==> src/rtl/mul_pkg.sv <==
// Shared types and parameter legality helpers for the sequential multiplier.
package mul_pkg;

    typedef enum logic [1:0] {
        IDLE = 2'd0,
        CALC = 2'd1,
        DONE = 2'd2
    } state_t;

    // WIDTH must be at least 2; BPC must be 1, 2 or 4 and divide WIDTH evenly.
    function automatic bit params_ok(input int unsigned width, input int unsigned bpc);
        return (width >= 2) && ((bpc == 1) || (bpc == 2) || (bpc == 4)) && ((width % bpc) == 0);
    endfunction

endpackage

==> src/rtl/mul_seq_p_if.sv <==
// Request/result bundle between an issuing datapath and the sequential multiplier.
interface mul_seq_p_if #(
    parameter int unsigned WIDTH = 8
);
    logic               start;
    logic               sgn;
    logic [WIDTH-1:0]   A;
    logic [WIDTH-1:0]   B;
    logic [2*WIDTH-1:0] O;
    logic               fin;
    logic               busy;

    modport master (output start, sgn, A, B, input O, fin, busy);
    modport slave  (input start, sgn, A, B, output O, fin, busy);
endinterface

==> src/rtl/mul_pp.sv <==
// Partial product of the multiplicand magnitude and one BPC-bit multiplier digit.
module mul_pp #(
    parameter int unsigned WIDTH = 8,
    parameter int unsigned BPC   = 1
) (
    input  logic [WIDTH-1:0]     a,
    input  logic [BPC-1:0]       d,
    output logic [WIDTH+BPC-1:0] pp
);
    localparam int unsigned PW = WIDTH + BPC;

    assign pp = PW'(a) * PW'(d);
endmodule

==> src/rtl/mul_seq_p.sv <==
// Iterative multiplier retiring BPC multiplier bits per cycle; signed operands are
// multiplied as magnitudes and the sign is restored in a final fixup cycle.
module mul_seq_p
    import mul_pkg::*;
#(
    parameter int unsigned WIDTH = 8,
    parameter int unsigned BPC   = 1
) (
    input  logic       ck,
    input  logic       rst,
    mul_seq_p_if.slave bus
);
    localparam int unsigned N  = WIDTH / BPC;
    localparam int unsigned PW = WIDTH + BPC;
    localparam int unsigned OW = 2 * WIDTH;
    localparam int unsigned CW = $clog2(N + 1);

    if (!params_ok(WIDTH, BPC)) begin : g_bad_params
        $error("mul_seq_p: WIDTH must be >= 2 and BPC in {1,2,4} dividing WIDTH");
    end

    state_t           state;
    logic [WIDTH-1:0] a_mag;
    logic [WIDTH-1:0] b_sh;
    logic             neg;
    logic [OW-1:0]    acc;
    logic [CW-1:0]    cnt;
    logic [OW-1:0]    prod;
    logic             fin_q;
    logic             busy_q;

    logic [WIDTH-1:0] a_abs;
    logic [WIDTH-1:0] b_abs;
    logic [PW-1:0]    pp;
    logic [OW-1:0]    pp_sh;
    logic             last;

    // Magnitude of -2^(WIDTH-1) wraps to 2^(WIDTH-1), which is exact as unsigned.
    assign a_abs = (bus.sgn && bus.A[WIDTH-1]) ? -bus.A : bus.A;
    assign b_abs = (bus.sgn && bus.B[WIDTH-1]) ? -bus.B : bus.B;

    mul_pp #(
        .WIDTH (WIDTH),
        .BPC   (BPC)
    ) u_pp (
        .a  (a_mag),
        .d  (b_sh[BPC-1:0]),
        .pp (pp)
    );

    assign pp_sh = OW'(pp) << (BPC * 32'(cnt));
    assign last  = (cnt == CW'(N - 1));

    always_ff @(posedge ck or posedge rst) begin
        if (rst) begin
            state  <= IDLE;
            a_mag  <= '0;
            b_sh   <= '0;
            neg    <= 1'b0;
            acc    <= '0;
            cnt    <= '0;
            prod   <= '0;
            fin_q  <= 1'b0;
            busy_q <= 1'b0;
        end else begin
            fin_q <= (state == DONE);
            if (state == DONE) begin
                prod <= neg ? -acc : acc;
            end

            if (state == CALC) begin
                acc  <= acc + pp_sh;
                b_sh <= b_sh >> BPC;
                cnt  <= cnt + CW'(1);
                if (last) begin
                    state <= DONE;
                end
            end else if (bus.start) begin
                // Accepted from IDLE or on the DONE edge (back-to-back issue).
                state  <= CALC;
                a_mag  <= a_abs;
                b_sh   <= b_abs;
                neg    <= bus.sgn & (bus.A[WIDTH-1] ^ bus.B[WIDTH-1]);
                acc    <= '0;
                cnt    <= '0;
                busy_q <= 1'b1;
            end else begin
                state  <= IDLE;
                busy_q <= 1'b0;
            end
        end
    end

    assign bus.O    = prod;
    assign bus.fin  = fin_q;
    assign bus.busy = busy_q;
endmodule

==> src/flat_wrapper.sv <==
// flat-port wrapper written by rule: the top's interface ports become plain ports
module mul_seq_p_flat import mul_pkg::*;
#(
    parameter int unsigned WIDTH = 8,
    parameter int unsigned BPC   = 1
)
  (ck, rst, bus_start, bus_sgn, bus_A, bus_B, bus_O, bus_fin, bus_busy);
  mul_seq_p_if #(.WIDTH(WIDTH)) bus_i ();
  input  logic ck;
  input  logic rst;
  input wire logic [$bits(bus_i.start)-1:0] bus_start;
  input wire logic [$bits(bus_i.sgn)-1:0] bus_sgn;
  input wire logic [$bits(bus_i.A)-1:0] bus_A;
  input wire logic [$bits(bus_i.B)-1:0] bus_B;
  output wire logic [$bits(bus_i.O)-1:0] bus_O;
  output wire logic [$bits(bus_i.fin)-1:0] bus_fin;
  output wire logic [$bits(bus_i.busy)-1:0] bus_busy;
  assign bus_i.start = bus_start;
  assign bus_i.sgn = bus_sgn;
  assign bus_i.A = bus_A;
  assign bus_i.B = bus_B;
  assign bus_O = bus_i.O;
  assign bus_fin = bus_i.fin;
  assign bus_busy = bus_i.busy;
  mul_seq_p #(.WIDTH(WIDTH), .BPC(BPC)) u_core (.ck(ck), .rst(rst), .bus(bus_i));
endmodule
==> config.mk <==
export PLATFORM = sky130hd
export DESIGN_NAME = mul_seq_p_flat
export DESIGN_NICKNAME = d
export VERILOG_FILES = /design/src/rtl/mul_pkg.sv /design/src/rtl/mul_seq_p_if.sv /design/src/rtl/mul_pp.sv /design/src/rtl/mul_seq_p.sv /design/src/flat_wrapper.sv
export SDC_FILE = /design/constraint.sdc
export NUM_CORES = 1
export LEC_CHECK = 0
export BUFFER_PORTS_ARGS = -buffer_cell sky130_fd_sc_hd__buf_2
export CAP_MARGIN = 20
export CELL_PAD_IN_SITES_DETAIL_PLACEMENT = 1
export CELL_PAD_IN_SITES_GLOBAL_PLACEMENT = 1
export CORE_MARGIN = 2
export CORE_UTILIZATION = 50
export CTS_BUF_LIST = sky130_fd_sc_hd__clkbuf_4
export DETAILED_ROUTE_END_ITERATION = 8
export GPL_TIMING_DRIVEN = 0
export PLACE_DENSITY = 0.92
export SLEW_MARGIN = 20
export SYNTH_ARGS = -nofsm -noshare
export SYNTH_HDL_FRONTEND = slang
export SYNTH_SLANG_ARGS = --single-unit
==> constraint.sdc <==
create_clock -name ck -period 6.6 [get_ports ck]
set_input_delay 1.32 -clock ck [delete_from_list [all_inputs] [get_ports ck]]
set_output_delay 1.32 -clock ck [all_outputs]
set_load 0.02 [all_outputs]
==> flow_summary.toml <==
[layout]
multi_input_area_um2 = 2370
drive_gt1_frac = 0.129
design_area_um2 = 4430
fill_cells = 969
antennaDiodeCount = 0
syn_to_final_growth_pct = 11.3
finalNetCount = 556
regArea_um2 = 1430

[timing]
fin_skew_ns = 0.0210
tightest_slew_ns = 0.726
fin_crit_sh = 0.576
grt_setup_unrepaired = "no"
fin_setup_tns_ns = 0
fmax_mhz = 263
finalMaxSlewViolations = 0
relSlewSlack = 0.516
hold_viol_final = 0
fin_crit_ns = 3.80
setup_viol_count_final = 0

[critical_path]
cp_num_buf_inv = 2
path_common_cell = "o31ai_1"
critical_path_class = "reg -> reg"
worst_setup_path_start_kind = "flop"
slowest_stage = "or3b_2"
r2r_start = "u_core.cnt[1]"
critical_path.top_delay_family = "simple AND/OR/NAND/NOR gates"
cp.arrival_ns = 4.13
reg2reg_slack_ns = 2.80
worstPathRequired_ns = 6.93
cp-end-kind = "flop"
critPathMaxFanout = 6
r2r-end = "u_core.acc[14]"
slowest_delay_ns = 0.53
r2r_cells = 13
cp_cell_sequence = "clkbuf_1 > nand2b_1 > or3b_2 > nor3_1 > ha_1 > inv_1 > fa_1 > nor2b_1 > o31ai_1 > a21oi_1 > o211ai_1 > and3_1 > o31ai_1"

[synthesis]
synth_area_per_cell_um2 = 8.51
synth_nets = 508
yosys_register_bits = 57
synthDistinctLibCells = 54
yosysSeqAreaShare = 0.358
synth_top_flop_cell = "dfrtp_1"
synth_cells = 468
synth_edf_count = 0
synth_warnings = 0
synth_area_um2 = 3980
synthArstFlopShare = 1.00

[clock_network]
cts_hold_buf = 0
htreeDepth = 3
postCtsResizedCells = 0
clock-sinks = 57
cts_setup_buffers = 0
root_buffer = "clkbuf_4"
path_clk_slew_ns = 0.11
cts_buffers = 9
cts_tree = "done"
clockBufferDepth = 2
clkLatencyLatePin_ns = 0.43

[die]
dieWidth_um = 93.3
fp.dieH_um = 93.3
start_util = 0.516
core_um2 = 7730
fp.dieArea_um2 = 8700
io_pins = 38
rows = 32

[detailed_routing]
drc = 0
antenna_left = 0
dr.pass1.iters = 4
vias_per_cell = 6.03
wl_per_cell_um = 19.2
drt-initial-drc-count = 192
num_vias = 3757
wl_um = 12000

[worst_hold_path]
holdCritStartpoint = "u_core.bus.O[0]"
hp-class = "reg -> reg"
whs_path_depth = 2
min_to = "u_core.bus.O[0]"

[grt]
antenna_found_initial = 0
grt_max_degree = 58
grt_pass1_vias = 3909
grt_use_total = 0.294
grt_pass1_wl_um = 19700
grt.overflow.total = 0

[power_and_ir_drop]
pwr-share-seq = 0.307
combPwrFrac = 0.569
intPower_mw = 1.07
finalPower_mw = 2.12
power.share.clock = 0.123
p_per_area_nw_per_um2 = 478
swShare = 0.497
p_leak_nw = 1.99
ir_drop_mv = 0.197
power.switching_mw = 1.05

[place]
dpl.hpwl_um = 9040
post_dp_cell_area_um2 = 4300
routabilityCongestion = 0.920
portBuffers = 37

[run]
maxCapViolCount = 0

[run_status]
status = "completed"
[power groups by stage]
stage                     registers, mW  clock network (mW)  logic [mW]
after floorplan                   0.641                   0       0.833
after global placement            0.639                   0        1.10
after detailed placement          0.653                   0        1.18
after CTS                         0.647               0.265        1.20
after global routing              0.670               0.280        1.34
final                             0.651               0.262        1.21
[sequential cells by signal, summed over array words and instances, names as in the netlist]
register,cells
u_core.bus.O,16
u_core.bus.fin,1
u_core.neg,1
u_core.cnt,4
u_core.bus.busy,1
u_core.b_sh,8
u_core.a_mag,8
u_core.state,2
u_core.acc,16
[cells in the final DEF, fill, tap and decap left out, types with 2 or more instances in the layout]
cell	instances
nand4_1	2
buf_2	38
nand3b_1	15
clkbuf_4	10
clkbuf_1	20
o32ai_1	2
or3_4	2
mux2i_1	11
o21ai_0	53
a21o_1	8
clkinv_1	2
dfrtp_1	57
and2_1	6
o21a_1	4
a31oi_1	5
xnor2_1	14
a211oi_1	7
nand3_1	12
o211ai_1	4
xor2_1	17
nor2_1	32
nor2b_1	2
or3_1	3
mux4_2	3
ha_1	19
o31ai_1	13
o22ai_1	5
mux2_2	2
nor3_1	10
a21oi_1	25
nand2b_1	8
o21ai_1	4
inv_1	17
nand2_1	61
a21boi_0	2
[per-stage QoR]
step	hold slack (ns)	setup WS (ns)	std cells	util
5_1_grt	0.519	2.57	623	0.574
6_report	0.486	2.80	623	0.574
3_5_place_dp	0.467	2.88	607	0.556
3_3_place_gp	0.454	3.07	607	0.556
4_1_cts	0.493	2.82	623	0.574
2_1_floorplan	0.433	3.56	468	-
[worst max path at each step]
stage,startpoint,to,slack (ns),cells after the start
finish,u_core.cnt[1],u_core.acc[14],2.80,13
global route,u_core.cnt[1],u_core.acc[14],2.57,13
CTS,u_core.cnt[1],u_core.acc[14],2.82,13
detailed placement,u_core.cnt[1],u_core.acc[14],2.88,13
global placement,u_core.cnt[1],u_core.acc[14],3.07,13
floorplan,u_core.cnt[1],u_core.acc[14],3.56,13
[cell type report]
type	instances	share of cell area
Inverter	18	0.0158
Sequential cell	57	0.322
Clock buffer	10	0.0169
Buffer	25	0.0262
Multi-Input combinational cell	368	0.535
Timing Repair Buffer	37	0.0418
Clock inverter	6	0.0133
Tap cell	102	0.0288
[routing by layer]
layer | up-vias | wire length, um | global-route usage
li1 | 1761 | - | -
met1 | 1858 | 5020 | 0.349
met2 | 105 | 6150 | 0.520
met3 | 33 | 454 | 0.0435
met4 | 0 | 371 | 0.135
met5 | - | 0 | 0
[cell families (layout without fill, tap and decap cells)]
group / after synthesis / in the layout / share of synthesized area
compound gates: 140 / 140 / 0.216
xor+xnor: 31 / 31 / 0.0682
fa+ha+maj: 20 / 20 / 0.0647
buf+inv: 43 / 96 / 0.0462
flops: 57 / 57 / 0.358
mux: 16 / 16 / 0.0503
simple gates: 161 / 161 / 0.197
[synthesized netlist by cell type, types with 5 or more instances]
| cell | number | area, um^2 |
|---|---|---|
| o22ai_1 | 5 | 31.3 |
| and2_1 | 6 | 37.5 |
| a31oi_1 | 5 | 31.3 |
| nand3_1 | 12 | 60.1 |
| a21oi_1 | 25 | 125 |
| clkbuf_1 | 20 | 75.1 |
| ha_1 | 19 | 238 |
| nand2_1 | 61 | 229 |
| nand3b_1 | 15 | 113 |
| nand2b_1 | 8 | 50.1 |
| xor2_1 | 17 | 149 |
| nor2_1 | 32 | 120 |
| inv_1 | 18 | 67.6 |
| a21o_1 | 8 | 60.1 |
| xnor2_1 | 14 | 123 |
| o21ai_0 | 53 | 265 |
| o31ai_1 | 13 | 97.6 |
| mux2i_1 | 11 | 110 |
| dfrtp_1 | 57 | 1430 |
| a211oi_1 | 7 | 52.6 |
| nor3_1 | 10 | 50.1 |
[worst register-to-register path, delay by kind of cell, from the launching register on]
kind | cells | cell delay (ns)
flip-flops | 1 | 0.41
adder cells (fa/ha/maj) | 2 | 0.68
buffers and inverters | 2 | 0.27
AO/OA/AOI/OAI | 4 | 0.92
AND/OR/NAND/NOR | 5 | 1.44
No activity file was read; power rests on OpenSTA's default activity.
